**config.mk**
```make
export PLATFORM = sky130hd
export DESIGN_NAME = sat_round_pipe_flat
export DESIGN_NICKNAME = d
export VERILOG_FILES = /design/src/rtl/sat_round_pipe_if.sv /design/src/rtl/sat_round_pipe.sv /design/src/flat_wrapper.sv
export SDC_FILE = /design/constraint.sdc
export NUM_CORES = 1
export LEC_CHECK = 0
export ABC_AREA = 1
export BUFFER_PORTS_ARGS = -buffer_cell sky130_fd_sc_hd__buf_2
export CORE_MARGIN = 5
export CORE_UTILIZATION = 59
export DETAILED_ROUTE_END_ITERATION = 8
export PLACE_DENSITY = 0.86
export SLEW_MARGIN = 15
export SYNTH_ARGS = -nofsm -noshare
export SYNTH_HDL_FRONTEND = slang
export SYNTH_SLANG_ARGS = --single-unit
```
**constraint.sdc**
```tcl
create_clock -name clk -period 8.7 [get_ports clk]
set_clock_uncertainty 0.1 [all_clocks]
set_input_delay 1.305 -clock clk [delete_from_list [all_inputs] [get_ports clk]]
set_output_delay 1.305 -clock clk [all_outputs]
set_load 0.01 [all_outputs]
```
**src/rtl/sat_round_pipe_if.sv**
```systemverilog
// Beat-level bus of the requantizer: input beat, output beat and saturation statistics.
// A beat moves across a boundary only in a cycle where valid and ready are both high; a
// sender holds valid and its payload until that happens, and ready never depends on valid.
interface sat_round_pipe_if #(
  parameter int NB_XI  = 17,
  parameter int NB_XO  = 9,
  parameter int N_CH   = 4,
  parameter int NB_CNT = 16
);
  logic                    i_valid;
  logic                    o_ready;
  logic [N_CH*NB_XI-1:0]   i_data;
  logic [1:0]              i_mode;
  logic                    i_clr_stat;
  logic                    o_valid;
  logic                    i_ready;
  logic [N_CH*NB_XO-1:0]   o_data;
  logic [N_CH-1:0]         o_sat;
  logic [N_CH-1:0]         o_sat_sticky;
  logic [NB_CNT-1:0]       o_sat_count;

  modport slave (
    input  i_valid, i_data, i_mode, i_clr_stat, i_ready,
    output o_ready, o_valid, o_data, o_sat, o_sat_sticky, o_sat_count
  );

  modport master (
    output i_valid, i_data, i_mode, i_clr_stat, i_ready,
    input  o_ready, o_valid, o_data, o_sat, o_sat_sticky, o_sat_count
  );
endinterface

```
**src/rtl/sat_round_pipe.sv**
```systemverilog
// Two-stage multi-channel requantizer: stage 1 rounds or rescales, stage 2 saturates.
// A single advance enable freezes the whole pipe under downstream backpressure.
module sat_round_pipe #(
  parameter int NB_XI  = 17,
  parameter int NBF_XI = 10,
  parameter int NB_XO  = 9,
  parameter int NBF_XO = 7,
  parameter int N_CH   = 4,
  parameter int NB_CNT = 16
) (
  input  logic             clk,
  input  logic             i_rst,
  sat_round_pipe_if.slave  bus
);
  localparam int K_DROP = (NBF_XI > NBF_XO) ? (NBF_XI - NBF_XO) : 0;
  localparam int K_ADD  = (NBF_XO > NBF_XI) ? (NBF_XO - NBF_XI) : 0;
  localparam int W1     = NB_XI + 1 + K_ADD - K_DROP;
  localparam int WC     = ((W1 > NB_XO) ? W1 : NB_XO) + 1;

  localparam logic signed [WC-1:0] SAT_MAX = WC'((2 ** (NB_XO - 1)) - 1);
  localparam logic signed [WC-1:0] SAT_MIN = WC'(-(2 ** (NB_XO - 1)));
  localparam logic [NB_XO-1:0]     OUT_MAX = {1'b0, {(NB_XO-1){1'b1}}};
  localparam logic [NB_XO-1:0]     OUT_MIN = {1'b1, {(NB_XO-1){1'b0}}};

  logic                    en;
  logic                    xfer;
  logic                    v1;
  logic                    o_valid_q;
  logic [N_CH*W1-1:0]      s1_d;
  logic [N_CH*W1-1:0]      s1_q;
  logic [N_CH*NB_XO-1:0]   s2_d;
  logic [N_CH*NB_XO-1:0]   o_data_q;
  logic [N_CH-1:0]         sat_d;
  logic [N_CH-1:0]         o_sat_q;
  logic [N_CH-1:0]         sticky_q;
  logic [NB_CNT-1:0]       cnt_q;

  assign en   = !o_valid_q | bus.i_ready;
  assign xfer = o_valid_q & bus.i_ready;

  for (genvar k = 0; k < N_CH; k++) begin : g_ch
    logic [NB_XI-1:0]     x;
    logic [W1-1:0]        r;
    logic [W1-1:0]        q;
    logic signed [WC-1:0] v;
    logic [NB_XO-1:0]     y;
    logic                 s;

    assign x = bus.i_data[k*NB_XI +: NB_XI];

    if (K_DROP > 0) begin : g_drop
      localparam logic [NB_XI-1:0] STICKY_MASK = NB_XI'((64'd1 << (K_DROP - 1)) - 64'd1);
      logic [NB_XI-K_DROP-1:0] kept;
      logic                    guard;
      logic                    sticky;
      logic                    inc;

      assign kept   = x[NB_XI-1:K_DROP];
      assign guard  = x[K_DROP-1];
      assign sticky = |(x & STICKY_MASK);

      always_comb begin
        inc = 1'b0;
        case (bus.i_mode)
          2'b00:   inc = 1'b0;
          2'b01:   inc = guard;
          default: inc = guard & (sticky | kept[0]);
        endcase
      end

      // One extra MSB so a rounding carry out of the top is kept for stage 2.
      assign r = {kept[NB_XI-K_DROP-1], kept} + W1'(inc);
    end else begin : g_add
      logic [W1-1:0] ext;
      assign ext = {{(1 + K_ADD){x[NB_XI-1]}}, x};
      assign r   = ext << K_ADD;
    end

    assign s1_d[k*W1 +: W1] = r;

    assign q = s1_q[k*W1 +: W1];
    assign v = {{(WC - W1){q[W1-1]}}, q};

    always_comb begin
      y = v[NB_XO-1:0];
      s = 1'b0;
      if (v > SAT_MAX) begin
        y = OUT_MAX;
        s = 1'b1;
      end else if (v < SAT_MIN) begin
        y = OUT_MIN;
        s = 1'b1;
      end
    end

    assign s2_d[k*NB_XO +: NB_XO] = y;
    assign sat_d[k]               = s;
  end

  // Bubbles advance like beats; nothing moves while a held output waits for the sink.
  always_ff @(posedge clk or posedge i_rst) begin
    if (i_rst) begin
      v1        <= 1'b0;
      o_valid_q <= 1'b0;
      s1_q      <= '0;
      o_data_q  <= '0;
      o_sat_q   <= '0;
    end else if (en) begin
      v1        <= bus.i_valid;
      o_valid_q <= v1;
      s1_q      <= s1_d;
      o_data_q  <= s2_d;
      o_sat_q   <= sat_d;
    end
  end

  always_ff @(posedge clk or posedge i_rst) begin
    if (i_rst) begin
      sticky_q <= '0;
      cnt_q    <= '0;
    end else if (bus.i_clr_stat) begin
      if (xfer) begin
        sticky_q <= o_sat_q;
        cnt_q    <= NB_CNT'(|o_sat_q);
      end else begin
        sticky_q <= '0;
        cnt_q    <= '0;
      end
    end else if (xfer) begin
      sticky_q <= sticky_q | o_sat_q;
      if ((|o_sat_q) && (cnt_q != {NB_CNT{1'b1}})) begin
        cnt_q <= cnt_q + NB_CNT'(1);
      end
    end
  end

  assign bus.o_ready      = en;
  assign bus.o_valid      = o_valid_q;
  assign bus.o_data       = o_data_q;
  assign bus.o_sat        = o_sat_q;
  assign bus.o_sat_sticky = sticky_q;
  assign bus.o_sat_count  = cnt_q;
endmodule

```
**src/flat_wrapper.sv**
```systemverilog
// flat-port wrapper written by rule: the top's interface ports become plain ports
module sat_round_pipe_flat 
#(
  parameter int NB_XI  = 17,
  parameter int NBF_XI = 10,
  parameter int NB_XO  = 9,
  parameter int NBF_XO = 7,
  parameter int N_CH   = 4,
  parameter int NB_CNT = 16
)
  (clk, i_rst, bus_i_valid, bus_i_data, bus_i_mode, bus_i_clr_stat, bus_i_ready, bus_o_ready, bus_o_valid, bus_o_data, bus_o_sat, bus_o_sat_sticky, bus_o_sat_count);
  sat_round_pipe_if #(.NB_XI(NB_XI), .NB_XO(NB_XO), .N_CH(N_CH), .NB_CNT(NB_CNT)) bus_i ();
  input  logic clk;
  input  logic i_rst;
  input wire logic [$bits(bus_i.i_valid)-1:0] bus_i_valid;
  input wire logic [$bits(bus_i.i_data)-1:0] bus_i_data;
  input wire logic [$bits(bus_i.i_mode)-1:0] bus_i_mode;
  input wire logic [$bits(bus_i.i_clr_stat)-1:0] bus_i_clr_stat;
  input wire logic [$bits(bus_i.i_ready)-1:0] bus_i_ready;
  output wire logic [$bits(bus_i.o_ready)-1:0] bus_o_ready;
  output wire logic [$bits(bus_i.o_valid)-1:0] bus_o_valid;
  output wire logic [$bits(bus_i.o_data)-1:0] bus_o_data;
  output wire logic [$bits(bus_i.o_sat)-1:0] bus_o_sat;
  output wire logic [$bits(bus_i.o_sat_sticky)-1:0] bus_o_sat_sticky;
  output wire logic [$bits(bus_i.o_sat_count)-1:0] bus_o_sat_count;
  assign bus_i.i_valid = bus_i_valid;
  assign bus_i.i_data = bus_i_data;
  assign bus_i.i_mode = bus_i_mode;
  assign bus_i.i_clr_stat = bus_i_clr_stat;
  assign bus_i.i_ready = bus_i_ready;
  assign bus_o_ready = bus_i.o_ready;
  assign bus_o_valid = bus_i.o_valid;
  assign bus_o_data = bus_i.o_data;
  assign bus_o_sat = bus_i.o_sat;
  assign bus_o_sat_sticky = bus_i.o_sat_sticky;
  assign bus_o_sat_count = bus_i.o_sat_count;
  sat_round_pipe #(.NB_XI(NB_XI), .NBF_XI(NBF_XI), .NB_XO(NB_XO), .NBF_XO(NBF_XO), .N_CH(N_CH), .NB_CNT(NB_CNT)) u_core (.clk(clk), .i_rst(i_rst), .bus(bus_i));
endmodule
```
==> flow_summary.toml, run 1 <==
[detailed_routing]
drtAntennaViolNets = 0
drcViolationCount = 0
vias = 6052
dr.pass1.iters = 5
drt-total-wl_um = 15800
via_per_inst = 5.25
wl_per_cell_um = 13.7
drtIter0Drc = 450

[worst_setup_path]
critical-path-top-delay-family = "buffers and inverters"
max_stage_delay_ps = 170
crit_top_cell = "buf_2"
crit_chain = "buf_2, nor2_4, inv_2, buf_2"
path_max_fanout = 4
critical_path.slowest_cell = "nor2_4"
cp-start-kind = "input pin"
arrival_ps = 1790
cp_num_buf_inv = 3
worst_ep_required_time_ps = 7300
critPathKind = "in2out"
end_kind = "output port"

[clock_network]
hold_buffers = 0
cts_resized = 0
cts_root_buffer = "clkbuf_8"
cts_tree = "done"
clkTransAtPathRegs_ps = 50
post-cts-setup-buffers = 0
cts.sinks = 122
htree_levels = 4
numCtsBuffers = 17
cts_buffer_depth = 2
clk_latency_ps = 510

[grt]
grt_pass1_vias = 5872
grt_usage_pct = 24.8
grt_pass1_wl_um = 26400
gr-total-overflow = 0
grt_max_degree = 101
antenna_found_initial = 0

[status]
status = "finished clean"

[pwr]
power.density_nw_per_um2 = 221
leakage_nw = 4.08
vdd_ir_drop_max_v = 0.000148

[synthesis]
synth-async-reset-ratio_pct = 100
ys.warnings.count = 0
netlist_instances = 869
synth_common_cells = "342 x nand2_1, 122 x dfrtp_1, 86 x nor2_1"
synth_seq_cells = 122
synth.most_common_cell = "nand2_1"
ys.flop_type = "dfrtp_1"
yosysUniqueCellTypes = 37
synth_top_area_cell = "dfrtp_1"
synth_edf_count = 0
avgSynthCellArea_um2 = 7.42
ys_seq_area_share_pct = 47.4
synthTopCellsByArea = "dfrtp_1 47%, nand2_1 20%, nor2_1 5.0%"
syn_area_um2 = 6440
synth_fp_nets = 953
yosysTopAreaCellShare_pct = 47.4

[placement]
place_hpwl_um = 11100
dpl.cell_count = 1121
gp_congestion = 0.921
port_buffers = 136

[floorplan]
die_w_um = 115
pin_count = 137
die_h_um = 115
core_area_um2 = 10800
rows = 38
dieArea_um2 = 13100
initial_core_util_pct = 59.7

[layout]
layout.nets = 1084
fin_cells = 1153
antenna_cells = 0
final_layout_size_suffix_gt1_share_pct = 18.9
areaGrowthSynthToFinish_pct = 21.2
fillers = 873
fin_util_pct = 72.4

[timing]
rsz0062_at_grt = "false"
fmax_mhz = 313
fin_tns_setup_ps = 0
slew_viol_final = 0
max_slew_margin_pct = 34.9
worstMarginPinSlew_ps = 977
hold_viol = 0
period_minus_slack_ps = 3200
finalSetupViolations = 0
post-route-period-util_pct = 36.8

[job]
max_cap_viol_count = 0

[hold_path]
hold_path.class = "reg2reg"
==> metal layers <==
metal / wire length, um / global-route usage [%]
met1: 6840 / 32.8
met2: 7660 / 41.2
met3: 940 / 4.23
met4: 336 / 9.26
met5: 0 / 0
==> cells in the final DEF, fill, tap and decap left out, types with 2 or more instances in the layout <==
cell type	instances
a21boi_0	4
a21oi_1	7
a31o_2	2
a31oi_1	2
and2_1	4
buf_2	136
buf_4	3
bufinv_16	3
clkbuf_16	16
clkbuf_8	2
clkinv_4	3
clkinvlp_4	4
dfrtp_1	122
ha_1	9
inv_1	63
inv_2	6
inv_6	2
nand2_1	342
nand3_1	45
nand4_1	28
nor2_1	85
nor2_4	3
nor3_1	11
o21ai_0	18
o21ai_1	41
o21bai_1	4
o22ai_1	6
o31ai_1	4
or2_2	5
xnor2_1	6
xor2_1	15
==> worst reg2reg max path, cell delays in order, from the launching register on <==
cell     delay (ps)
dfrtp_1         430
inv_2            90
nor2_4           50
inv_2            50
buf_4           570
nand2_1         420
nor2_1          270
a21oi_1          70
==> logic make-up (layout without fill, tap and decap cells) <==
| kind of cell | after synthesis | in the layout | synth area share, % |
|---|---|---|---|
| DFF | 122 | 122 | 47.4 |
| buffers and inverters | 98 | 242 | 6.08 |
| AOI/OAI and AO/OA | 91 | 91 | 7.96 |
| xor gates and xnor gates | 21 | 21 | 2.85 |
| and+or+nand+nor | 528 | 528 | 34.0 |
| adders and majority gates | 9 | 9 | 1.75 |
==> area by class of cell <==
cell class              instances  area (um2)  area share (%)
clock inverters                13         169            2.16
repair buffers                139         703            9.00
flip-flops and latches        122        3050            39.1
multi-input cells             649        3010            38.5
well taps                     140         175            2.24
clock buffers                  19         432            5.53
inverters                      71         269            3.44
==> metrics by stage <==
stage / instance area [um2] / setup slack (ps) / hold slack, ps / total power, W
after floorplan: 6440 / 4050 / 323 / 0.000900
after global placement: 7210 / 5400 / 339 / 0.00102
after detailed placement: 7210 / 5330 / 342 / 0.00102
after CTS: 7810 / 5510 / 355 / 0.00173
after global routing: 7810 / 5480 / 402 / 0.00181
final: 7810 / 5500 / 357 / 0.00172
==> flip-flops by register name, indices dropped and copies added (netlist names) <==
register and flops:
u_core.bus.o_valid 1, u_core.bus.o_sat_count 16, u_core.s1_q 60, u_core.v1 1, u_core.bus.o_sat_sticky 4, u_core.bus.o_sat 4
u_core.bus.o_data 36
==> power breakdown <==
| part | switching, W | internal [W] | leakage, nW |
|---|---|---|---|
| logic | 0.000195 | 0.000111 | 2.31 |
| clock network | 0.000259 | 0.000446 | 0.281 |
| registers | 0.0000556 | 0.000655 | 1.49 |
==> path summary, 6_finish.rpt <==
kind,from,end,slack (ps),depth (start not counted)
worst max-delay path,bus_i_ready,bus_o_ready,5500,4
worst min-delay path,u_core.v1,u_core.bus.o_valid,360,2
worst max register to register,u_core.bus.o_valid,u_core.bus.o_sat[3],6490,7
worst min register to register,u_core.v1,u_core.bus.o_valid,360,2
max in group asynchronous,i_rst,u_core.s1_q[27],6410,3
min in group asynchronous,i_rst,u_core.bus.o_sat_count[0],820,2
No activity file was read; power rests on OpenSTA's default activity.
==> run 2, diff against run 1 <==
--- a/config.mk
+++ b/config.mk
@@ -8,9 +8,9 @@
 export ABC_AREA = 1
 export BUFFER_PORTS_ARGS = -buffer_cell sky130_fd_sc_hd__buf_2
 export CORE_MARGIN = 5
-export CORE_UTILIZATION = 59
+export CORE_UTILIZATION = 50
 export DETAILED_ROUTE_END_ITERATION = 8
-export PLACE_DENSITY = 0.86
+export PLACE_DENSITY = 0.78
 export SLEW_MARGIN = 15
 export SYNTH_ARGS = -nofsm -noshare
 export SYNTH_HDL_FRONTEND = slang
==> constraint.sdc (replaced) <==
create_clock -name clk -period 2.7 [get_ports clk]
set_clock_uncertainty 0.1 [all_clocks]
set_input_delay 0.405 -clock clk [delete_from_list [all_inputs] [get_ports clk]]
set_output_delay 0.405 -clock clk [all_outputs]
set_load 0.01 [all_outputs]
==> flow_summary.toml, run 2 (synthesis gave the netlist of run 1 again) <==
[placement]
place_hpwl_um = 11500
place_area_um2 = 7270
gp_congestion = 0.906
port_buffers = 136

[pwr]
totalPowerFinal_w = 0.00570
power.density_nw_per_um2 = 720
pwr-share-comb_pct = 17.5
p_seq_share_pct = 40.0
p_sw_w = 0.00161
power.internal_w = 0.00408
switching_share_pct = 28.3
vdd_ir_drop_max_v = 0.000340
leakage_nw = 4.11
clockPowerShare_pct = 42.5

[clock_network]
htree_levels = 4
post-cts-setup-buffers = 0
numCtsBuffers = 17
cts_root_buffer = "clkbuf_16"
cts_resized = 0
clkTransAtPathRegs_ps = 50
cts.sinks = 122
clk_latency_ps = 410
cts_tree = "done"
hold_buffers = 0
cts_buffer_depth = 2

[job]
max_cap_viol_count = 0

[worst_setup_path]
ff2ff_setup_slack_ps = 810
cp_num_buf_inv = 2
crit-reg2reg-launch = "u_core.bus.o_sat_count[0]"
arrival_ps = 2300
r2r_cells = 9
end_kind = "register"
max_stage_delay_ps = 220
critical-path-top-delay-family = "simple AND/OR/NAND/NOR gates"
path_max_fanout = 5
cp-start-kind = "input pin"
crit_chain = "buf_2, inv_1, nand2_1, a21boi_0, ha_1, ha_1, nand3_1, nor2_1, nand2_1, nor2_1, nand3_1, nand3_1, nand2_1"
r2r_end = "u_core.bus.o_sat_count[0]"
critical_path.slowest_cell = "ha_1"
critPathKind = "in2reg"
worst_ep_required_time_ps = 2900

[grt]
grt_usage_pct = 22.7
grt_pass1_wl_um = 27400
gr-total-overflow = 0
grt_pass1_vias = 5841
antenna_found_initial = 2
grt_max_degree = 123

[timing]
period_minus_slack_ps = 2100
max_slew_margin_pct = 35.6
slew_viol_final = 0
fin_tns_setup_ps = 0
worstMarginPinSlew_ps = 966
post-route-period-util_pct = 77.8
hold_viol = 0
fmax_mhz = 476
finalSetupViolations = 0
rsz0062_at_grt = "false"

[floorplan]
core_area_um2 = 12600
dieArea_um2 = 15300
initial_core_util_pct = 51.1
die_w_um = 124
pin_count = 137
die_h_um = 124
rows = 41

[layout]
largest_reg_flops = 60
final_cell_mix = "342 x nand2_1, 136 x buf_2, 122 x dfrtp_1"
antenna_cells = 0
layout.nets = 1085
layout_commonest_cell = "nand2_1"
final_layout_size_suffix_gt1_share_pct = 19.0
regArea_um2 = 3050
final_area_um2 = 7910
multi_input_area_um2 = 3010
areaGrowthSynthToFinish_pct = 22.7
fillers = 1167
top_register = "u_core.s1_q"

[detailed_routing]
drtIter0Drc = 454
drt-total-wl_um = 16100
via_per_inst = 5.11
drcViolationCount = 0
vias = 6063
drtAntennaViolNets = 0
dr.pass1.iters = 4
wl_per_cell_um = 13.6

[status]
status = "finished clean"

[hold_path]
hold_path.class = "in2async"
## run 2: changes by cell type in the layout (fill, tap and decap cells not counted)
| cell | change |
|---|---|
| buf_12 | +1 |
| bufinv_16 | +1 |
| clkbuf_1 | -1 |
| clkbuf_16 | +1 |
| clkbuf_8 | +1 |
| clkinv_2 | +3 |
| clkinv_4 | -3 |
| clkinvlp_4 | +1 |
| inv_4 | -1 |
| inv_6 | -2 |
## run 2: power groups by stage
stage / sequential, W / clock (W) / combinational, W
after detailed placement: 0.00231 / 0 / 0.00101
after global routing: 0.00232 / 0.00255 / 0.00115
after floorplan: 0.00235 / 0 / 0.000548
final: 0.00228 / 0.00242 / 0.000997
after global placement: 0.00230 / 0 / 0.000989
after CTS: 0.00228 / 0.00245 / 0.00101
## run 2: worst max-delay path by stage
stage	start	to	slack [ps]	depth (start not counted)
final	bus_i_mode[1]	u_core.s1_q[42]	600	13
after detailed placement	bus_i_mode[1]	u_core.s1_q[42]	200	13
after global routing	bus_i_mode[1]	u_core.s1_q[42]	390	13
after floorplan	i_rst	u_core.bus.o_data[0]	700	1
after CTS	bus_i_mode[1]	u_core.s1_q[42]	620	13
after global placement	bus_i_mode[1]	u_core.s1_q[42]	300	13
## run 2: routing by layer
layer / share of wire (%) / track usage, % / vias to the layer above / routed length [um]
met5: 0.16 / 0 / - / 25
met4: 2.0 / 8.79 / 4 / 317
met3: 6.0 / 5.72 / 30 / 964
met2: 47 / 35.8 / 172 / 7630
met1: 44 / 30.2 / 2818 / 7160
li1: - / - / 3039 / -
## run 2: per-stage QoR
step	util (%)	cells	setup slack, ps	hold WS, ps
floorplan	-	869	698	323
global placement	57.6	1154	302	349
detailed placement	57.6	1154	203	354
CTS	62.7	1186	621	111
global route	62.7	1186	392	135
finish	62.7	1186	599	31.2
## run 2: worst reg2reg max path: stages (launching register included)
cell,delay [ps]
dfrtp_1,440
ha_1,290
nand3_2,150
inv_2,60
nand2_2,90
nor2_4,50
nor2_4,340
nor2_8,120
nand2_1,80
nand2_1,60
## run 2: cell type report
cell class | instances | share of cell area, %
inverter | 71 | 3.42
clock buffer | 20 | 5.90
clock inverter | 12 | 2.15
tap | 172 | 2.72
sequential | 122 | 38.6
timing repair buffer | 140 | 9.15
multi-input combinational | 649 | 38.0
==> run 3, diff against run 2 <==
--- a/config.mk
+++ b/config.mk
@@ -5,12 +5,12 @@
 export SDC_FILE = /design/constraint.sdc
 export NUM_CORES = 1
 export LEC_CHECK = 0
-export ABC_AREA = 1
+export ABC_AREA = 0
 export BUFFER_PORTS_ARGS = -buffer_cell sky130_fd_sc_hd__buf_2
 export CORE_MARGIN = 5
-export CORE_UTILIZATION = 50
+export CORE_UTILIZATION = 54
 export DETAILED_ROUTE_END_ITERATION = 8
-export PLACE_DENSITY = 0.78
+export PLACE_DENSITY = 0.81
 export SLEW_MARGIN = 15
 export SYNTH_ARGS = -nofsm -noshare
 export SYNTH_HDL_FRONTEND = slang
==> constraint.sdc (replaced) <==
create_clock -name clk -period 2 [get_ports clk]
set_clock_uncertainty 0.1 [all_clocks]
set_input_delay 0.3 -clock clk [delete_from_list [all_inputs] [get_ports clk]]
set_output_delay 0.3 -clock clk [all_outputs]
set_load 0.01 [all_outputs]
==> flow_summary.toml, run 3 <==
[status]
status = "finished clean"

[detailed_routing]
dr.pass1.iters = 5
drtAntennaViolNets = 0
via_per_inst = 5.59
drtIter0Drc = 475
vias = 5615
wl_per_cell_um = 16.0
drcViolationCount = 0
drt-total-wl_um = 16000

[synthesis]
ys_seq_area_share_pct = 50.5
syn_area_um2 = 6050
synth_fp_nets = 751
synth_common_cells = "143 x nand2_1, 122 x dfrtp_1, 84 x o21ai_0"
ys.flop_type = "dfrtp_1"
netlist_instances = 667
synth.most_common_cell = "nand2_1"
synthTopCellsByArea = "dfrtp_1 50%, nand2_1 8.9%, o21ai_0 7.0%"
synth_seq_cells = 122
synth-async-reset-ratio_pct = 100
avgSynthCellArea_um2 = 9.07
synth_top_area_cell = "dfrtp_1"
yosysTopAreaCellShare_pct = 50.5
synth_edf_count = 0
yosysUniqueCellTypes = 51
ys.warnings.count = 0

[clock_network]
numCtsBuffers = 17
htree_levels = 4
cts_buffer_depth = 2
cts.sinks = 122
cts_root_buffer = "clkbuf_8"
clkTransAtPathRegs_ps = 60
cts_tree = "done"
clk_latency_ps = 520

[grt]
top_usage_layer = "met2"
grt_pass1_vias = 5677
grt_pass1_wl_um = 26500
gr-total-overflow = 0
grt_max_degree = 123
antenna_found_initial = 0
gr-usage-met3_pct = 4.91
grt_use_met2_pct = 41.6
grt_usage_pct = 24.9
grtUsageMet1_pct = 31.4

[timing]
max_slew_margin_pct = 53.6
rsz0062_at_grt = "false"
post-route-period-util_pct = 97.2
slew_viol_final = 0
fmax_mhz = 515
setup_slack_ps = 56.8
finalSetupViolations = 0
period_minus_slack_ps = 1940
worstMarginPinSlew_ps = 696
hold_viol = 0
hold_ws_ps = 19.1

[placement]
dp_slack_ps = -183
place_hpwl_um = 11400
port_buffers = 136
place_area_um2 = 7130
gp_congestion = 0.908

[floorplan]
die_h_um = 116
dieArea_um2 = 13400
pin_count = 137
initial_core_util_pct = 55.5
core_area_um2 = 10900
die_w_um = 116
rows = 38

[layout]
antenna_cells = 0
final_layout_size_suffix_gt1_share_pct = 26.3
largest_reg_flops = 60
top_register = "u_core.s1_q"
layout.nets = 935
fillers = 826
layout_commonest_cell = "nand2_1"
final_area_um2 = 7890
areaGrowthSynthToFinish_pct = 30.4
final_cell_mix = "143 x nand2_1, 136 x buf_2, 122 x dfrtp_1"

[worst_setup_path]
end_kind = "register"
critical-path-top-delay-family = "simple AND/OR/NAND/NOR gates"
arrival_ps = 2280
max_stage_delay_ps = 490
critPathKind = "reg2reg"
crit_top_cell = "buf_4"
crit_chain = "ha_2, nand4_4, buf_4, nor4_4, buf_4, or4_1, a21oi_1"
critical_path.slowest_cell = "or4_1"
path_max_fanout = 9
worst_ep_required_time_ps = 2340
cp_num_buf_inv = 2
cp-start-kind = "register"

[pwr]
power.density_nw_per_um2 = 941
leakage_nw = 3.56
vdd_ir_drop_max_v = 0.000511

[job]
max_cap_viol_count = 0

[hold_path]
hold_path.class = "in2reg"
-- run 3: cell types whose count changed in the layout (fill, tap and decap cells not counted), moves of 25 or more --
cell,previous run,this run
inv_1,63,14
xnor2_1,6,31
buf_4,3,38
o21ai_1,41,0
nand2_1,342,143
o21ai_0,18,84
nor2_1,85,57
-- run 3: logic make-up after synthesis --
family,Yosys count,share of synthesized area [%]
AO/OA/AOI/OAI,126,12.1
XOR/XNOR,46,6.66
adder cells (fa/ha/maj),9,1.86
buffers and inverters,41,2.83
flip-flops,122,50.5
multiplexers,6,1.12
AND/OR/NAND/NOR,317,25.0
-- run 3: area by class of cell --
cell class                      instances  area [um2]  share of cell area, %
Sequential cell                       122        3050                   38.7
Inverter                               15        60.1                  0.762
Multi-Input combinational cell        504        2860                   36.2
Tap cell                              140         175                   2.22
Clock buffer                           20         435                   5.52
Timing Repair Buffer                  191        1160                   14.7
Clock inverter                         12         149                   1.89
-- run 3: final timing paths --
path | start | end | slack, ps | cells past startpoint
max | u_core.bus.o_sat_count[0] | u_core.bus.o_sat_count[7] | 60 | 7
min | bus_i_data[45] | u_core.s1_q[38] | 20 | 3
max reg2reg | u_core.bus.o_sat_count[0] | u_core.bus.o_sat_count[7] | 60 | 7
min reg2reg | u_core.v1 | u_core.v1 | 350 | 2
max in group asynchronous | i_rst | u_core.bus.o_data[29] | 900 | 4
min in group asynchronous | i_rst | u_core.bus.o_data[7] | 400 | 4
-- run 3: metal layers --
metal,wire (um),vias to the layer above
li1,-,2710
met1,6510,2665
met2,8170,203
met3,981,37
met4,360,0
met5,0,-
-- run 3: what timing repair did --
action / 4_1_cts / 5_1_grt
gates resized for setup: 0 / 3
setup buffers: 0 / 2
hold endpoints to repair: 136 / 0
hold buffers: 14 / 0
endpoints found under the setup margin: 0 / 3
-- run 3: report_power, final --
part / switching, W / internal [W]
combinational: 0.000772 / 0.000543
clock: 0.00109 / 0.00192
sequential: 0.000246 / 0.00285
total: 0.00210 / 0.00531
-- run 3: through the flow --
stage / utilization, % / std cells / total power [W] / TNS, ps
2_1_floorplan: - / 667 / 0.00378 / 0
3_3_place_gp: 65.5 / 956 / 0.00435 / -1860
3_5_place_dp: 65.5 / 956 / 0.00443 / -3650
4_1_cts: 72.2 / 1002 / 0.00746 / 0
5_1_grt: 72.4 / 1004 / 0.00779 / 0
6_report: 72.4 / 1004 / 0.00742 / 0
-- run 3: tightest hold or removal path: cells and delay by family --
| kind | cells | cell delay, ps |
|---|---|---|
| xor gates and xnor gates | 1 | 60 |
| AOI/OAI and AO/OA | 1 | 140 |
| buffers and inverters | 1 | 90 |
